### src/rtl/cam_arbiter.sv
// Round-robin arbiter that serialises read/write/search requests from NUM_REQ clients
// onto one shared 32x32 CAM, with a single op in flight at a time.
module cam_arbiter #(
    parameter int NUM_REQ = 4,
    parameter int CAM_LAT = 1
) (
    input  logic                  clk_i,
    input  logic                  rst_i,
    input  logic [NUM_REQ-1:0]    req_valid_i,
    input  logic [2*NUM_REQ-1:0]  req_op_i,
    input  logic [5*NUM_REQ-1:0]  req_index_i,
    input  logic [32*NUM_REQ-1:0] req_data_i,
    output logic [NUM_REQ-1:0]    req_ready_o,
    output logic [NUM_REQ-1:0]    resp_valid_o,
    output logic                  resp_hit_o,
    output logic [4:0]            resp_index_o,
    output logic [31:0]           resp_data_o,
    output logic                  resp_err_o,
    output logic                  busy_o,
    output logic                  cam_read_enable_o,
    output logic [4:0]            cam_read_index_o,
    output logic                  cam_write_enable_o,
    output logic [4:0]            cam_write_index_o,
    output logic [31:0]           cam_write_data_o,
    output logic                  cam_search_enable_o,
    output logic [31:0]           cam_search_data_o,
    input  logic                  cam_read_valid_i,
    input  logic [31:0]           cam_read_value_i,
    input  logic                  cam_search_valid_i,
    input  logic [4:0]            cam_search_index_i
);
    localparam int OW = $clog2(NUM_REQ);
    localparam int LW = (CAM_LAT > 1) ? $clog2(CAM_LAT) : 1;

    typedef enum logic [1:0] {S_IDLE, S_ISSUE, S_WAIT, S_RESP} state_t;
    typedef enum logic [1:0] {OP_READ = 2'b00, OP_WRITE = 2'b01, OP_SEARCH = 2'b10, OP_ILLEGAL = 2'b11} op_t;

    state_t          r_state;
    state_t          w_next_state;
    op_t             r_op;
    logic [4:0]      r_index;
    logic [31:0]     r_data;
    logic [OW-1:0]   r_owner;
    logic [OW-1:0]   r_rr;
    logic [LW-1:0]   r_lat_cnt;
    logic            r_resp_hit;
    logic [4:0]      r_resp_index;
    logic [31:0]     r_resp_data;
    logic            r_resp_err;
    logic            w_grant_valid;
    logic [OW-1:0]   w_grant_idx;
    logic            w_accept;
    logic            w_sample;

    function automatic logic [OW-1:0] f_wrap(input int v);
        return (v >= NUM_REQ) ? OW'(v - NUM_REQ) : OW'(v);
    endfunction

    // NOTE: every variable written in always_comb gets a default first, so no latch is inferred.
    always_comb begin
        w_grant_valid = 1'b0;
        w_grant_idx   = '0;
        // Scan from lowest priority upward; the last valid hit is the round-robin winner.
        for (int i = NUM_REQ - 1; i >= 0; i--) begin
            if (req_valid_i[f_wrap(int'(r_rr) + i)]) begin
                w_grant_valid = 1'b1;
                w_grant_idx   = f_wrap(int'(r_rr) + i);
            end
        end
    end

    assign w_accept = (r_state == S_IDLE) && w_grant_valid;
    assign w_sample = (r_state == S_WAIT) && (r_lat_cnt == '0);

    always_comb begin
        w_next_state        = r_state;
        req_ready_o         = '0;
        resp_valid_o        = '0;
        resp_hit_o          = 1'b0;
        resp_index_o        = '0;
        resp_data_o         = '0;
        resp_err_o          = 1'b0;
        busy_o              = (r_state != S_IDLE);
        cam_read_enable_o   = 1'b0;
        cam_read_index_o    = '0;
        cam_write_enable_o  = 1'b0;
        cam_write_index_o   = '0;
        cam_write_data_o    = '0;
        cam_search_enable_o = 1'b0;
        cam_search_data_o   = '0;
        case (r_state)
            S_IDLE: begin
                if (w_grant_valid) begin
                    req_ready_o[w_grant_idx] = 1'b1;
                    w_next_state             = S_ISSUE;
                end
            end
            S_ISSUE: begin
                w_next_state = S_WAIT;
                case (r_op)
                    OP_READ: begin
                        cam_read_enable_o = 1'b1;
                        cam_read_index_o  = r_index;
                    end
                    OP_WRITE: begin
                        cam_write_enable_o = 1'b1;
                        cam_write_index_o  = r_index;
                        cam_write_data_o   = r_data;
                    end
                    OP_SEARCH: begin
                        cam_search_enable_o = 1'b1;
                        cam_search_data_o   = r_data;
                    end
                    default: ;
                endcase
            end
            S_WAIT: begin
                if (r_lat_cnt == '0) w_next_state = S_RESP;
            end
            S_RESP: begin
                w_next_state          = S_IDLE;
                resp_valid_o[r_owner] = 1'b1;
                resp_hit_o            = r_resp_hit;
                resp_index_o          = r_resp_index;
                resp_data_o           = r_resp_data;
                resp_err_o            = r_resp_err;
            end
            default: w_next_state = S_IDLE;
        endcase
    end

    // NOTE: sequential state uses non-blocking assignments so every register updates together at the edge.
    always_ff @(posedge clk_i or negedge rst_i) begin
        if (!rst_i) r_state <= S_IDLE;
        else        r_state <= w_next_state;
    end

    always_ff @(posedge clk_i or negedge rst_i) begin
        if (!rst_i) begin
            r_op         <= OP_READ;
            r_index      <= '0;
            r_data       <= '0;
            r_owner      <= '0;
            r_rr         <= '0;
            r_lat_cnt    <= '0;
            r_resp_hit   <= 1'b0;
            r_resp_index <= '0;
            r_resp_data  <= '0;
            r_resp_err   <= 1'b0;
        end else begin
            if (w_accept) begin
                r_op    <= op_t'(req_op_i[2*int'(w_grant_idx) +: 2]);
                r_index <= req_index_i[5*int'(w_grant_idx) +: 5];
                r_data  <= req_data_i[32*int'(w_grant_idx) +: 32];
                r_owner <= w_grant_idx;
                r_rr    <= (int'(w_grant_idx) == NUM_REQ - 1) ? '0 : w_grant_idx + 1'b1;
            end
            if (r_state == S_ISSUE)
                r_lat_cnt <= LW'(CAM_LAT - 1);
            else if (r_state == S_WAIT && r_lat_cnt != '0)
                r_lat_cnt <= r_lat_cnt - 1'b1;
            if (w_sample) begin
                r_resp_hit   <= 1'b0;
                r_resp_index <= '0;
                r_resp_data  <= '0;
                r_resp_err   <= 1'b0;
                case (r_op)
                    OP_READ: begin
                        r_resp_hit  <= cam_read_valid_i;
                        r_resp_data <= cam_read_valid_i ? cam_read_value_i : '0;
                    end
                    OP_SEARCH: begin
                        r_resp_hit   <= cam_search_valid_i;
                        r_resp_index <= cam_search_valid_i ? cam_search_index_i : '0;
                    end
                    OP_ILLEGAL: r_resp_err <= 1'b1;
                    default: ;
                endcase
            end
        end
    end
endmodule

### config.mk
export PLATFORM = sky130hd
export DESIGN_NAME = cam_arbiter
export DESIGN_NICKNAME = d
export VERILOG_FILES = /design/src/rtl/cam_arbiter.sv
export SDC_FILE = /design/constraint.sdc
export NUM_CORES = 1
export LEC_CHECK = 0
export ABC_CLOCK_PERIOD_IN_PS = 2120
export CAP_MARGIN = 20
export CORE_AREA = 2 2 126 128
export DETAILED_ROUTE_END_ITERATION = 16
export DIE_AREA = 0 0 128 130
export PLACE_DENSITY = 0.78
export SETUP_SLACK_MARGIN = 0.3
export SLEW_MARGIN = 20
export SYNTH_ARGS = -nofsm -noshare
export SYNTH_HDL_FRONTEND = slang
export SYNTH_SLANG_ARGS = --single-unit
### constraint.sdc
create_clock -name clk_i -period 2.12 [get_ports clk_i]
set_input_delay 0.318 -clock clk_i [delete_from_list [all_inputs] [get_ports clk_i]]
set_output_delay 0.318 -clock clk_i [all_outputs]
set_load 0.005 [all_outputs]
==> out/results.txt <==
CTS buffer count: 9
Place WS: -0.421 ns
initial antenna violation count: 2
I/O pin count: 326
Syn. warnings: 0
Placement Cell Area: 9110 um2
Final Hold Fails: 0
unrepaired setup endpoints after global routing: true
CORE AREA: 15400 um2
HPWL Detailed: 14.7 mm
WP data required: 1.80 ns
WHS: 0.364 ns
Avg Inst Size Synth: 10.3 um2
Worst Slack Setup Final: -0.0478 ns
Routed WL per cell: 20.7 um
Worst Path Arrival: 1.85 ns
Initial Utilization: 35.9%
register bit total from synthesis: 85
clock-pin transition on the worst setup and hold timing paths: 0.06 ns
Tcrit/Tclk final: 102%
Lkg Pwr: 4.85 nW
Pwr Total: 0.0116 W
Vias/cell: 5.21
Hold WC Path Type: input pin to asynchronous set/reset pin
worst slew pin tran: 0.586 ns
failing checks: negative setup slack
Reg-to-Reg End: r_data[7]
Die Y: 130 um
ys async rst share: 100%
full die area: 16600 um2
Post-synth EDFFs: 0
crit path from: r_state[0]
largest net degree at the start of global routing: 54
commonest non-fill, non-tap cell in the layout: clkdlybuf4s50_1
VDD IR-drop max: 0.659 mV
final wirelength: 23.1 mm
sequential area share after synthesis: 38.5%
number of global-route vias before repair: 5932
xor-xnor portion of the synthesized cell area: 0%
startpoint type of the worst setup path: register
Adder-Cell Fraction of Synth Area: 1.13%
Clock Tree Buf Depth: 2
H-tree Lvls: 3
power density cells: 1070 nW/um2
status: finished, violations left
Slew Limit Fails: 0
mux share of post-synthesis cell area: 7.44%
GRT Total Usage: 26.6%
num rows: 46
flop2flop setup slack: 0.05 ns
Period minus WS final: 2.17 ns
Post-Synthesis Cells: 539
die width: 128 um
top_reg_cell synth: dfrtp_1
most frequent cells in the layout: clkdlybuf4s50_1, buf_6, dfrtp_1, and2_4, and2_1
clock latency on the worst-skew pair: 0.35 ns
Worst Setup EP: cam_write_data_o[2]
Residual DRC: 0
Layout Nets: 1121
Synth Cell Area: 5530 um2
drt pass-1 iters: 4
initial DRC count: 199
Finished Cell Area: 10900 um2
syn_nets: 745
GR Overflow Total: 0
Root Buffer: clkbuf_16
area added between synthesis and finish: 96.4%
Clock Skew: 0.00771 ns
combinational family with the most area after synthesis: simple AND/OR/NAND/NOR gates
CTS tree: done
share of cells above drive strength 1: 41.7%
PortBufs: 325
reg-to-reg startpoint: r_state[0]
Sink Count: 85
via count: 5805
MaxCap Viol Count: 0
Worst Path Class, Setup: register to output port
Yosys cell types: 42
crit end category: output port
routability-driven placement congestion ratio: 0.846
worst rel slew slack: 61.0%
Antenna Nets Post-Route: 0
compound-cell area share of the yosys netlist: 23.6%
final setup vio count: 54
Max Fanout on Critical Path: 5
fin util: 70.4%
Fmax: 461 MHz
Simple-Gate Fraction of Synth Area: 24.1%
reg2reg path depth: 12
first-pass GRT wire length: 33.8 mm
==> power by group <==
group / switching, W / internal [W] / leakage (nW)
registers: 0.000554 / 0.00226 / 1.05
logic: 0.00317 / 0.00385 / 3.63
clock network: 0.000677 / 0.00114 / 0.169
==> cell type report <==
cell class                      count  area [um2]
Clock inverter                      4        77.6
Tap cell                          192         240
Antenna cell                        2        5.00
Fill cell                        1147        4560
Sequential cell                    85        2130
Clock buffer                       12         267
Timing Repair Buffer              413        4460
Multi-Input combinational cell    400        3650
Inverter                            6        25.0
==> stage by stage <==
stage,std cells,setup TNS [ns]
2_1_floorplan,539,0
3_3_place_gp,1043,-10.66
3_5_place_dp,1043,-13.29
4_1_cts,1101,-0.994
5_1_grt,1114,-4.33
6_report,1114,-1.39
==> state kept, by name (all words and copies together), names as in the netlist <==
register / cells
r_data: 32
r_resp_index: 5
r_index: 5
r_resp_err: 1
r_owner: 2
r_op: 2
r_lat_cnt: 1
r_state: 2
r_rr: 2
r_resp_hit: 1
r_resp_data: 32
==> synthesized netlist by cell type, types with 3 or more instances <==
cell,count,area share (%)
ha_1,5,1.1
o21ai_0,4,0.36
nand2_1,8,0.54
nor3b_1,3,0.41
clkbuf_1,26,1.8
a211oi_2,50,11
mux2i_1,40,7.2
and2_1,115,13
and3_1,40,4.5
dfrtp_1,85,38
buf_6,8,1.6
a211oi_1,28,3.8
buf_4,3,0.41
a22o_1,37,5.9
and3b_1,3,0.48
inv_1,6,0.41
nor2_1,44,3.0
buf_2,10,0.91
==> per-layer routing <==
metal	vias up	wire [um]	GRT usage [%]
met4	2	700	11.2
met3	36	1550	6.44
met2	255	11700	45.8
li1	2680	-	-
met5	-	6	0
met1	2832	9160	32.0
==> critical path, stage by stage, from the launching register on <==
cell,delay [ns]
dfrtp_2,0.44
ha_4,0.18
and3b_2,0.21
buf_6,0.13
buf_8,0.13
buf_16,0.14
and2_4,0.16
buf_6,0.11
==> kinds of logic after synthesis <==
kind of cell | Yosys count
flip-flops | 85
adder cells (fa/ha/maj) | 5
AND/OR/NAND/NOR | 225
buffers and inverters | 54
AO/OA/AOI/OAI | 129
multiplexers | 41
==> what timing repair did <==
action / CTS / global route
pin swaps: 74 / 26
hold endpoints to repair: 7 / 0
endpoints found under the setup margin: 165 / 201
hold buffers: 1 / 0
buffers inserted: 28 / 10
gates resized for setup: 609 / 100
cloned: 13 / 1
==> worst min path at each step <==
stage / cells after the start / slack [ns] / start / to
2_1_floorplan: 0 / 0.02 / rst_i / r_data[0]
3_3_place_gp: 1 / 0.16 / rst_i / r_resp_data[15]
4_1_cts: 2 / 0.35 / rst_i / r_resp_data[17]
3_5_place_dp: 1 / 0.16 / rst_i / r_resp_data[17]
5_1_grt: 2 / 0.37 / rst_i / r_resp_data[17]
6_report: 2 / 0.36 / rst_i / r_resp_data[4]
(Power assumes the default switching activity.)
